## src/rtl/lsu_pkg.sv

```systemverilog
// Shared definitions for the load/store unit: funct3 width codes, access
// size codes, FSM state encoding and small decode helpers.
package lsu_pkg;

   // RISC-V load/store funct3 encodings (stores use only 000..011)
   localparam logic [2:0] F3_B  = 3'b000;
   localparam logic [2:0] F3_H  = 3'b001;
   localparam logic [2:0] F3_W  = 3'b010;
   localparam logic [2:0] F3_D  = 3'b011;
   localparam logic [2:0] F3_BU = 3'b100;
   localparam logic [2:0] F3_HU = 3'b101;
   localparam logic [2:0] F3_WU = 3'b110;

   // Access size: number of bytes is 1 << size
   typedef enum logic [1:0] {
      SZ_B = 2'd0,
      SZ_H = 2'd1,
      SZ_W = 2'd2,
      SZ_D = 2'd3
   } size_e;

   typedef enum logic [1:0] {
      ST_IDLE = 2'd0,
      ST_REQ  = 2'd1,
      ST_RESP = 2'd2
   } state_e;

   // Low two funct3 bits carry the size for both signed and unsigned forms
   function automatic size_e f3_size(input logic [2:0] f3);
      return size_e'(f3[1:0]);
   endfunction

   // Stores only have B/H/W/D; loads have everything except 111
   function automatic logic f3_valid(input logic wen, input logic [2:0] f3);
      return wen ? (f3[2] == 1'b0) : (f3 != 3'b111);
   endfunction

   function automatic logic misaligned(input size_e sz, input logic [2:0] off);
      logic mis;
      case (sz)
         SZ_B:    mis = 1'b0;
         SZ_H:    mis = off[0];
         SZ_W:    mis = |off[1:0];
         default: mis = |off;
      endcase
      return mis;
   endfunction

endpackage

```

## src/rtl/lsu_align.sv

```systemverilog
// Byte-lane steering for the load/store unit: store data shift, write
// strobe generation, and load extract plus sign/zero extension.
// Lanes pushed past the top of the doubleword are simply dropped, so an
// access that crosses the doubleword boundary loses its upper bytes.
module lsu_align
   import lsu_pkg::*;
#(
   parameter int XLEN = 64
) (
   input  logic [2:0]            st_size_code,
   input  logic [$clog2(XLEN/8)-1:0] st_off,
   input  logic [XLEN-1:0]       st_wdata,
   output logic [XLEN-1:0]       st_lane_data,
   output logic [XLEN/8-1:0]     st_strb,
   input  logic [2:0]            ld_funct3,
   input  logic [$clog2(XLEN/8)-1:0] ld_off,
   input  logic [XLEN-1:0]       ld_rdata,
   output logic [XLEN-1:0]       ld_data
);

   localparam int NB = XLEN / 8;

   size_e            st_size;
   size_e            ld_size;
   logic [NB-1:0]    st_mask;
   logic [NB-1:0]    ld_mask;
   logic [XLEN-1:0]  shifted;
   logic             sign_bit;
   logic             ext_bit;

   assign st_size = f3_size(st_size_code);
   assign ld_size = f3_size(ld_funct3);

   // Per-lane masks covering the first (1 << size) bytes of the access
   for (genvar gi = 0; gi < NB; gi++) begin : g_mask
      assign st_mask[gi] = (gi < (1 << st_size));
      assign ld_mask[gi] = (gi < (1 << ld_size));
   end

   assign st_lane_data = st_wdata << {st_off, 3'b000};
   assign st_strb      = st_mask << st_off;

   assign shifted = ld_rdata >> {ld_off, 3'b000};

   // Pick the top bit of the accessed field for sign extension
   always_comb begin
      sign_bit = shifted[XLEN-1];
      case (ld_size)
         SZ_B:    sign_bit = shifted[7];
         SZ_H:    sign_bit = shifted[15];
         SZ_W:    sign_bit = shifted[31];
         default: sign_bit = shifted[XLEN-1];
      endcase
   end

   // funct3[2] marks the unsigned load forms
   assign ext_bit = sign_bit & ~ld_funct3[2];

   for (genvar gi = 0; gi < NB; gi++) begin : g_ext
      assign ld_data[8*gi +: 8] = ld_mask[gi] ? shifted[8*gi +: 8] : {8{ext_bit}};
   end

endmodule

```

## src/rtl/lsu.sv

```systemverilog
// Load/store unit: accepts one memory operation at a time from execute,
// runs a req/ack transaction on a doubleword data bus and returns the
// extended load result. Stalls the pipeline while a transaction is open.
// Build option LSU_MISALIGN_CHECK_EN: when defined, misaligned accesses
// fault without touching the bus; otherwise they go to the bus with lanes
// past byte 7 dropped. Invalid funct3 always faults.
module lsu
   import lsu_pkg::*;
#(
   parameter int ADDR_W = 64,
   parameter int XLEN   = 64
) (
   input  logic              clock,
   input  logic              reset,
   input  logic              req_valid_i,
   output logic              req_ready_o,
   input  logic              wen_i,
   input  logic [2:0]        funct3_i,
   input  logic [ADDR_W-1:0] addr_i,
   input  logic [XLEN-1:0]   wdata_i,
   output logic              dmem_req_o,
   output logic              dmem_we_o,
   output logic [ADDR_W-1:0] dmem_addr_o,
   output logic [XLEN-1:0]   dmem_wdata_o,
   output logic [XLEN/8-1:0] dmem_wstrb_o,
   input  logic              dmem_ack_i,
   input  logic [XLEN-1:0]   dmem_rdata_i,
   output logic              resp_valid_o,
   output logic [XLEN-1:0]   load_data_o,
   output logic              fault_o,
   output logic              stall_o
);

   localparam int NB    = XLEN / 8;
   localparam int OFF_W = $clog2(NB);

   state_e             state_reg;
   logic               wen_reg;
   logic [2:0]         funct3_reg;
   logic [OFF_W-1:0]   off_reg;
   logic               dmem_req_reg;
   logic               dmem_we_reg;
   logic [ADDR_W-1:0]  dmem_addr_reg;
   logic [XLEN-1:0]    dmem_wdata_reg;
   logic [NB-1:0]      dmem_wstrb_reg;
   logic               resp_valid_reg;
   logic [XLEN-1:0]    load_data_reg;
   logic               fault_reg;

   logic [OFF_W-1:0]   in_off;
   logic [XLEN-1:0]    st_lane_data;
   logic [NB-1:0]      st_strb;
   logic [XLEN-1:0]    ld_data;
   logic               acc_fault;

   assign in_off = addr_i[OFF_W-1:0];

   // Store lanes come from the incoming operation; load extraction uses the
   // latched offset and funct3 since rdata arrives later
   lsu_align #(.XLEN(XLEN)) u_align (
      .st_size_code (funct3_i),
      .st_off       (in_off),
      .st_wdata     (wdata_i),
      .st_lane_data (st_lane_data),
      .st_strb      (st_strb),
      .ld_funct3    (funct3_reg),
      .ld_off       (off_reg),
      .ld_rdata     (dmem_rdata_i),
      .ld_data      (ld_data)
   );

   // Decide at accept time whether the operation completes without the bus
   always_comb begin
      acc_fault = !f3_valid(wen_i, funct3_i);
`ifdef LSU_MISALIGN_CHECK_EN
      if (misaligned(f3_size(funct3_i), in_off)) begin
         acc_fault = 1'b1;
      end
`endif
   end

   // Transaction FSM with registered bus and response outputs
   always_ff @(posedge clock) begin
      if (reset) begin
         state_reg      <= ST_IDLE;
         wen_reg        <= 1'b0;
         funct3_reg     <= 3'b000;
         off_reg        <= '0;
         dmem_req_reg   <= 1'b0;
         dmem_we_reg    <= 1'b0;
         dmem_addr_reg  <= '0;
         dmem_wdata_reg <= '0;
         dmem_wstrb_reg <= '0;
         resp_valid_reg <= 1'b0;
         load_data_reg  <= '0;
         fault_reg      <= 1'b0;
      end else begin
         resp_valid_reg <= 1'b0;
         case (state_reg)
            ST_IDLE: begin
               if (req_valid_i) begin
                  wen_reg    <= wen_i;
                  funct3_reg <= funct3_i;
                  off_reg    <= in_off;
                  if (acc_fault) begin
                     state_reg      <= ST_RESP;
                     resp_valid_reg <= 1'b1;
                     fault_reg      <= 1'b1;
                     load_data_reg  <= '0;
                  end else begin
                     state_reg      <= ST_REQ;
                     dmem_req_reg   <= 1'b1;
                     dmem_we_reg    <= wen_i;
                     dmem_addr_reg  <= {addr_i[ADDR_W-1:OFF_W], {OFF_W{1'b0}}};
                     dmem_wdata_reg <= st_lane_data;
                     dmem_wstrb_reg <= wen_i ? st_strb : '0;
                  end
               end
            end
            ST_REQ: begin
               if (dmem_ack_i) begin
                  state_reg      <= ST_RESP;
                  dmem_req_reg   <= 1'b0;
                  dmem_we_reg    <= 1'b0;
                  resp_valid_reg <= 1'b1;
                  fault_reg      <= 1'b0;
                  load_data_reg  <= wen_reg ? '0 : ld_data;
               end
            end
            ST_RESP: begin
               state_reg <= ST_IDLE;
            end
            default: begin
               state_reg <= ST_IDLE;
            end
         endcase
      end
   end

   assign req_ready_o  = (state_reg == ST_IDLE);
   assign stall_o      = ((state_reg == ST_IDLE) && req_valid_i) || (state_reg == ST_REQ);
   assign dmem_req_o   = dmem_req_reg;
   assign dmem_we_o    = dmem_we_reg;
   assign dmem_addr_o  = dmem_addr_reg;
   assign dmem_wdata_o = dmem_wdata_reg;
   assign dmem_wstrb_o = dmem_wstrb_reg;
   assign resp_valid_o = resp_valid_reg;
   assign load_data_o  = load_data_reg;
   assign fault_o      = fault_reg;

endmodule

```

## config.mk

```make
export PLATFORM = sky130hd
export DESIGN_NAME = lsu
export DESIGN_NICKNAME = d
export VERILOG_FILES = /design/src/rtl/lsu_pkg.sv /design/src/rtl/lsu_align.sv /design/src/rtl/lsu.sv
export SDC_FILE = /design/constraint.sdc
export NUM_CORES = 1
export LEC_CHECK = 0
export ABC_CLOCK_PERIOD_IN_PS = 3500
export CAP_MARGIN = 20
export CELL_PAD_IN_SITES_DETAIL_PLACEMENT = 1
export CELL_PAD_IN_SITES_GLOBAL_PLACEMENT = 2
export CORE_ASPECT_RATIO = 0.75
export CORE_MARGIN = 2
export CORE_UTILIZATION = 27
export CTS_BUF_LIST = sky130_fd_sc_hd__clkbuf_8
export DETAILED_ROUTE_END_ITERATION = 10
export PLACE_DENSITY_LB_ADDON = 0.1
export SLEW_MARGIN = 40
export SYNTH_ARGS = -nofsm -noshare
export SYNTH_HDL_FRONTEND = slang
export SYNTH_SLANG_ARGS = --single-unit
```

## constraint.sdc

```tcl
create_clock -name clock -period 3.5 [get_ports clock]
set_clock_uncertainty 0.05 [all_clocks]
set_input_delay 0.875 -clock clock [delete_from_list [all_inputs] [get_ports clock]]
set_output_delay 0.875 -clock clock [all_outputs]
set_load 0.03 [all_outputs]
```

==> out/results.tsv, run 1 <==
stage	metric	value	unit
worst_setup_path	rr_worst_depth	7	
clock_network	cts_setup_buffers	0	
synthesis	postSynthCellCount	1295	
grt	first_global_vias	11000	
clock_network	cts-root-buf	clkbuf_8	
synthesis	ys_async_sr_fraction	0	%
worst_setup_path	crit_path_start_kind	input pin	
synthesis	netlist.area_leader.share	39.3	%
synthesis	synth-simple-area-share	20.0	%
placed_design	dp_cells	2150	
synthesis	ys_seq_area_share	39.3	%
grt	grtUsageTotal	23.2	%
worst_setup_path	crit_start	req_valid_i	
grt	antenna_found_initial	2	
cells_and_area	postLayoutCoreUtil	41.0	%
grt	gr-total-overflow	0	
cells_and_area	final_nets	1873	
clock_network	ctsResizeCount	0	
clock_network	cts.clk_slew.worst_paths	0.05	ns
synthesis	synth_cell_types	52	
die	core-area	39300	µm²
placed_design	place_ws	0.0994	ns
die	dieWidth	234	µm
routing	vias_per_cell	5.05	
clock_network	cts.htree.levels	2	
cells_and_area	finalNonFillerCells	2223	
placed_design	portBuffers	402	
clock_network	clock_sinks	210	
job	cap_violations	0	
synthesis	synth-compound-area-share	18.7	%
timing	max_freq	323	MHz
synthesis	synth_seq_cells	210	
die	placementRows	63	
pwr	power.leakage	5.84	nW
synthesis	synth_top_family_by_area	simple AND/OR/NAND/NOR gates	
synthesis	syn_avg_cell_area	8.25	µm²
synthesis	syn_area	10700	µm²
synthesis	yosys-top-cells-area	dfxtp_1 39%, nand2_1 8.9%, mux2i_1 8.8%, a21oi_1 5.9%, mux4_2 4.6%	
clock_network	cts_tree	built	
grt	grt_first_pass_wirelength	72.2	mm
die	die_height	176	µm
worst_setup_path	crit_fanout	3	
timing	setup_tns	0	ns
die	die_area	41200	µm²
worst_setup_path	endpoint	stall_o	
synthesis	synthAdderAreaFrac	0	%
timing	slew_headroom	43.6	%
pwr	pwr_density_cell	425	nW/µm²
routing	drt_iter0_drc	873	
timing	setup_viol	0	
timing	hold_viol	0	
routing	drt-total-wl	49.6	mm
hold_path	hold_path.class	flip-flop to flip-flop	
worst_setup_path	r2r-start	off_reg[2]	
cells_and_area	drive_gt1_share	10.8	%
clock_network	postCtsHoldBufs	0	
clock_network	cts_buffers	41	
timing	worst_pin_slew	0.847	ns
worst_setup_path	crit_required	2.57	ns
timing	timing.final.crit_share	88.5	%
synthesis	muxShareOfSynthArea	16.8	%
cells_and_area	syn2layout_area_growth	50.6	%
placed_design	dp.final_hpwl	37.6	mm
routing	first_pass_iters	5	
synthesis	yosysWarnings	0	
synthesis	synth_xor_area_share	0	%
timing	min_period	3.10	ns
synthesis	yosysTopAreaCell	dfxtp_1	
synthesis	ys.flop_type	dfxtp_1	
cells_and_area	diodes	0	
worst_setup_path	end_kind	primary output	
routing	ant_nets	0	
status	outcome	finished clean	
worst_setup_path	worst-endpoint-arrival	2.17	ns
routing	vias	11200	
die	start_util	27.2	%
worst_setup_path	worstSetupPathType	input pin to primary output	
pwr	p_total	6.83	mW
worst_setup_path	r2r-end	load_data_o[47]	
placed_design	gp_congestion	0.913	
synthesis	synth_edf_count	0	
clock_network	clock_latency	0.56	ns
clock_network	clock_path_buffers	3	
routing	drc	0	
routing	routedWlPerCell	22.3	µm
grt	grt_start_max_net_pins	79	
pwr	vdd_drop_max	0.269	mV
die	io_pins	406	
worst_setup_path	reg2reg_slack	0.75	ns
timing	rsz0062_at_grt	no	
timing	fin_ws	0.402	ns
timing	slew_violations	0	
-- worst max-delay path: stages --
cell and delay, ns:
clkdlybuf4s50_1 0.49, nor2_1 0.05, nor2_1 0.09, clkdlybuf4s50_1 0.67
-- cell families (layout without fill, tap and decap cells) --
group,count (synthesis),in the layout
and+or+nand+nor,499,499
AOI/OAI and AO/OA,315,315
DFF,210,210
muxes,148,148
buffers and inverters,122,528
other,1,3
-- per-layer routing --
metal  wire length, µm  share of wire (%)  GRT usage (%)  vias to the layer above
li1                  -                  -              -                     5340
met1             24400                 49           34.9                     5456
met2             21000                 42           33.7                      366
met3              3440                6.9           5.22                       54
met4               759                1.5           4.64                        4
met5                24              0.048              0                        -
-- stage by stage --
step / hold WS, ns / cell area (µm²)
after floorplan: 0.403 / 10700
after global placement: 0.388 / 15300
after detailed placement: 0.394 / 15300
after CTS: 0.403 / 16100
after global routing: 0.416 / 16100
final: 0.399 / 16100
-- cell type report --
class | instances | area, µm²
Multi-Input combinational cell | 965 | 5990
Sequential cell | 210 | 4210
Inverter | 4 | 15.0
Clock buffer | 46 | 633
Clock inverter | 27 | 153
Tap cell | 520 | 651
Timing Repair Buffer | 451 | 4450
Fill cell | 4589 | 23200
-- worst min-delay path by stage --
stage / start / end / slack (ns) / depth (start not counted)
after floorplan: wen_reg / wen_reg / 0.40 / 2
after global placement: load_data_o[48] / load_data_o[48] / 0.39 / 2
after detailed placement: dmem_wdata_o[6] / dmem_wdata_o[6] / 0.39 / 2
after CTS: load_data_o[48] / load_data_o[48] / 0.40 / 2
after global routing: load_data_o[48] / load_data_o[48] / 0.42 / 2
final: load_data_o[48] / load_data_o[48] / 0.40 / 2
-- power by group --
group,switching [mW],internal (mW)
combinational,1.05,0.769
clock,1.13,1.28
sequential,0.0889,2.52
total,2.26,4.57
-- cell usage after synthesis, types with 2 or more instances --
library cell	instances
nand2_1	254
dfxtp_1	210
a21oi_1	127
nor2_1	114
mux2i_1	94
clkbuf_1	73
nor3_1	45
a211oi_1	41
o21ai_0	33
mux2_2	31
nor2b_1	30
buf_2	28
mux4_2	22
nand3_1	20
o21ai_1	18
o211ai_1	17
a221oi_1	15
a31oi_1	15
and3_1	11
nand2b_1	11
a22oi_1	9
buf_1	9
o31ai_1	8
o31ai_2	8
a311oi_1	7
a21o_1	4
buf_4	4
buf_6	4
inv_1	4
or2_2	3
a22o_1	2
o22ai_1	2
o311ai_0	2
or3_1	2
-- cell usage in the layout (no fill, tap or decap), types with 2 or more instances in the layout --
cell type and n:
a211oi_1 41, a21o_1 4, a21oi_1 127, a221oi_1 15, a22o_1 2, a22oi_1 9
a311oi_1 7, a31oi_1 15, and3_1 11, buf_12 6, buf_2 2, buf_4 45
clkbuf_8 46, clkdlybuf4s50_1 398, clkinv_2 2, clkinvlp_4 4, conb_1 3, dfxtp_1 208
dfxtp_2 2, inv_1 23, mux2_2 31, mux2i_1 94, mux4_2 22, nand2_1 254
nand2b_1 11, nand3_1 20, nor2_1 114, nor2b_1 30, nor3_1 44, o211ai_1 17
o21ai_0 33, o21ai_1 17, o22ai_1 2, o311ai_0 2, o31ai_1 8, o31ai_2 8
or2_2 3, or3_1 2
Note: power is estimated with default switching activity, not from simulation.
==> run 2, diff against run 1 <==
--- a/config.mk
+++ b/config.mk
@@ -6,7 +6,6 @@
 export NUM_CORES = 1
 export LEC_CHECK = 0
 export ABC_CLOCK_PERIOD_IN_PS = 3500
-export CAP_MARGIN = 20
 export CELL_PAD_IN_SITES_DETAIL_PLACEMENT = 1
 export CELL_PAD_IN_SITES_GLOBAL_PLACEMENT = 2
 export CORE_ASPECT_RATIO = 0.75
==> results of run 2 <==
The final DEF is identical to that of run 1; final timing and power are the same.
==> run 3, diff against run 2 <==
--- a/config.mk
+++ b/config.mk
@@ -10,11 +10,13 @@
 export CELL_PAD_IN_SITES_GLOBAL_PLACEMENT = 2
 export CORE_ASPECT_RATIO = 0.75
 export CORE_MARGIN = 2
-export CORE_UTILIZATION = 27
+export CORE_UTILIZATION = 31
 export CTS_BUF_LIST = sky130_fd_sc_hd__clkbuf_8
 export DETAILED_ROUTE_END_ITERATION = 10
+export HOLD_SLACK_MARGIN = 0.08
 export PLACE_DENSITY_LB_ADDON = 0.1
 export SLEW_MARGIN = 40
 export SYNTH_ARGS = -nofsm -noshare
 export SYNTH_HDL_FRONTEND = slang
+export SYNTH_HIERARCHICAL = 1
 export SYNTH_SLANG_ARGS = --single-unit
==> out/results.tsv, run 3 <==
stage	metric	value	unit
synthesis	syn_avg_cell_area	9.05	µm²
grt	grtUsageTotal	22.7	%
clock_network	cts_buffers	40	
status	outcome	finished clean	
clock_network	clock_latency	0.58	ns
cells_and_area	syn2layout_area_growth	39.4	%
hold_path	hold_path.class	flip-flop to flip-flop	
synthesis	ys_seq_area_share	31.5	%
worst_setup_path	crit_required	2.57	ns
routing	drc	0	
placed_design	gp_congestion	0.895	
worst_setup_path	slowest_stage	clkdlybuf4s50_1	
cells_and_area	n_fill_cell	4834	
timing	slew_violations	0	
die	io_pins	406	
pwr	p_total	7.10	mW
timing	max_freq	311	MHz
grt	grt_first_pass_wirelength	78.1	mm
worst_setup_path	critPathTopFamily	buffers and inverters	
worst_setup_path	reg2reg_slack	0.73	ns
pwr	pwr_density_cell	381	nW/µm²
die	dieWidth	244	µm
worst_setup_path	max_stage_delay	0.69	ns
worst_setup_path	path_cells	clkdlybuf4s50_1, nor2_1, nor2_1, clkdlybuf4s50_1	
timing	timing.final.crit_share	92.0	%
timing	rsz0062_at_grt	no	
clock_network	cts_tree	built	
clock_network	clock_path_buffers	3	
die	core-area	42300	µm²
die	die_height	184	µm
cells_and_area	final_cell_mix	398 x clkdlybuf4s50_1, 324 x nand2b_1, 281 x mux2i_1	
timing	min_period	3.22	ns
clock_network	postCtsHoldBufs	0	
routing	ant_nets	0	
clock_network	ctsResizeCount	0	
pwr	vdd_drop_max	0.213	mV
job	cap_violations	0	
pwr	seqPwrFrac	36.4	%
grt	antenna_found_initial	7	
synthesis	ys_async_sr_fraction	0	%
cells_and_area	final-seq-area	4210	µm²
pwr	clockPowerShare	34.9	%
worst_setup_path	crit_path_start_kind	input pin	
placed_design	dp.final_hpwl	39.3	mm
die	die_area	44800	µm²
timing	slew_headroom	46.0	%
clock_network	cts_setup_buffers	0	
synthesis	synth_cell_types	52	
synthesis	synthMostInstantiatedCell	nand2b_1	
placed_design	dp_cells	2352	
routing	drt_iter0_drc	808	
die	placementRows	65	
grt	gr-total-overflow	0	
synthesis	postSynthCellCount	1477	
clock_network	cts.clk_slew.worst_paths	0.05	ns
worst_setup_path	worstSetupPathType	input pin to primary output	
worst_setup_path	crit_fanout	4	
grt	grt_start_max_net_pins	138	
timing	setup_tns	0	ns
synthesis	yosys-top-cells-area	dfxtp_1 31%, mux2i_1 21%, nand2b_1 15%, mux4_2 6.9%, nand2_1 4.2%	
clock_network	cts.htree.levels	2	
cells_and_area	drive_gt1_share	10.4	%
cells_and_area	multi_input_area	8410	µm²
placed_design	postPlaceCellArea	17800	µm²
die	start_util	31.6	%
timing	whs	0.420	ns
synthesis	yosysWarnings	6	
synthesis	ys_top_cells_by_count	324 x nand2b_1, 281 x mux2i_1, 210 x dfxtp_1	
pwr	p_sw	2.36	mW
cells_and_area	finalInstanceArea	18600	µm²
clock_network	cts-root-buf	clkbuf_8	
clock_network	clock_sinks	210	
cells_and_area	final_nets	2025	
routing	drt-total-wl	52.6	mm
worst_setup_path	end_kind	primary output	
routing	first_pass_iters	5	
cells_and_area	finalNonFillerCells	2427	
routing	routedWlPerCell	21.7	µm
pwr	power_frac_comb	28.8	%
synthesis	synth_edf_count	0	
routing	vias_per_cell	4.98	
grt	first_global_vias	12100	
synthesis	ys.flop_type	dfxtp_1	
pwr	power.leakage	6.78	nW
worst_setup_path	worst-endpoint-arrival	2.29	ns
worst_setup_path	crit_buf_inv	2	
synthesis	synth_seq_cells	210	
timing	hold_viol	0	
synthesis	syn_area	13400	µm²
cells_and_area	final_common_cell	clkdlybuf4s50_1	
timing	worst_pin_slew	0.809	ns
pwr	power.internal	4.74	mW
synthesis	netlist.area_leader.share	31.5	%
timing	setup_viol	0	
placed_design	portBuffers	402	
routing	vias	12100	
pwr	power.share.switching	33.3	%
synthesis	yosysTopAreaCell	dfxtp_1	
run 3: cell types whose count changed after synthesis, sizes merged, moves of 43 or more:
cell / delta
nor2: -59
nand2b: +313
mux2i: +187
nand2: -103
a21oi: -91
nor3: -43
run 3: worst reg2reg max path, stage by stage (launching register included):
cell and delay, ns:
dfxtp_2 0.60, buf_4 0.47, mux2i_1 0.21, a22oi_1 0.42, a41oi_1 0.18, buf_4 0.23
a32oi_1 0.30, nand2_1 0.10, mux2i_1 0.13
run 3: path summary, 6_finish.rpt:
kind                  startpoint              end  cells past startpoint
setup / recovery     req_valid_i          stall_o                      4
hold / removal    dmem_addr_o[8]   dmem_addr_o[8]                      2
setup reg to reg      off_reg[1]  load_data_o[23]                      8
hold reg to reg   dmem_addr_o[8]   dmem_addr_o[8]                      2
run 3: stage by stage:
stage | utilization (%) | setup WS, ns
6_report | 44.1 | 0.281
5_1_grt | 44.1 | 0.205
2_1_floorplan | - | 1.04
4_1_cts | 44.0 | 0.290
3_3_place_gp | 42.1 | 0.287
3_5_place_dp | 42.1 | 0.273
run 3: cell type report:
| class | instances | area share, % |
|---|---|---|
| clock inverters | 20 | 0.571 |
| flip-flops and latches | 210 | 22.6 |
| diodes | 5 | 0.0671 |
| inverters | 19 | 0.383 |
| clock buffers | 50 | 3.69 |
| repair buffers | 442 | 23.8 |
| well taps | 569 | 3.82 |
| multi-input cells | 1112 | 45.1 |
run 3: power groups by stage:
stage	clock, mW	combinational [mW]	sequential [mW]
floorplan	0	1.02	2.81
global placement	0	2.02	2.63
detailed placement	0	2.03	2.64
CTS	2.58	2.04	2.58
global route	2.70	2.17	2.60
finish	2.48	2.04	2.58
run 3: cell families after synthesis:
group	after synthesis	synth area share [%]
mux	352	30.5
other cells	1	0.0281
compound gates	143	7.27
simple gates	614	24.8
buf+inv	157	5.99
flops	210	31.5
run 3: metal layers:
metal | vias to the layer above | part of all wire (%) | global-route usage (%)
met3 | 64 | 7.7 | 6.38
met5 | - | 0.057 | 0
met4 | 4 | 1.9 | 6.02
met2 | 377 | 41 | 32.0
met1 | 5876 | 49 | 33.4
li1 | 5762 | - | -
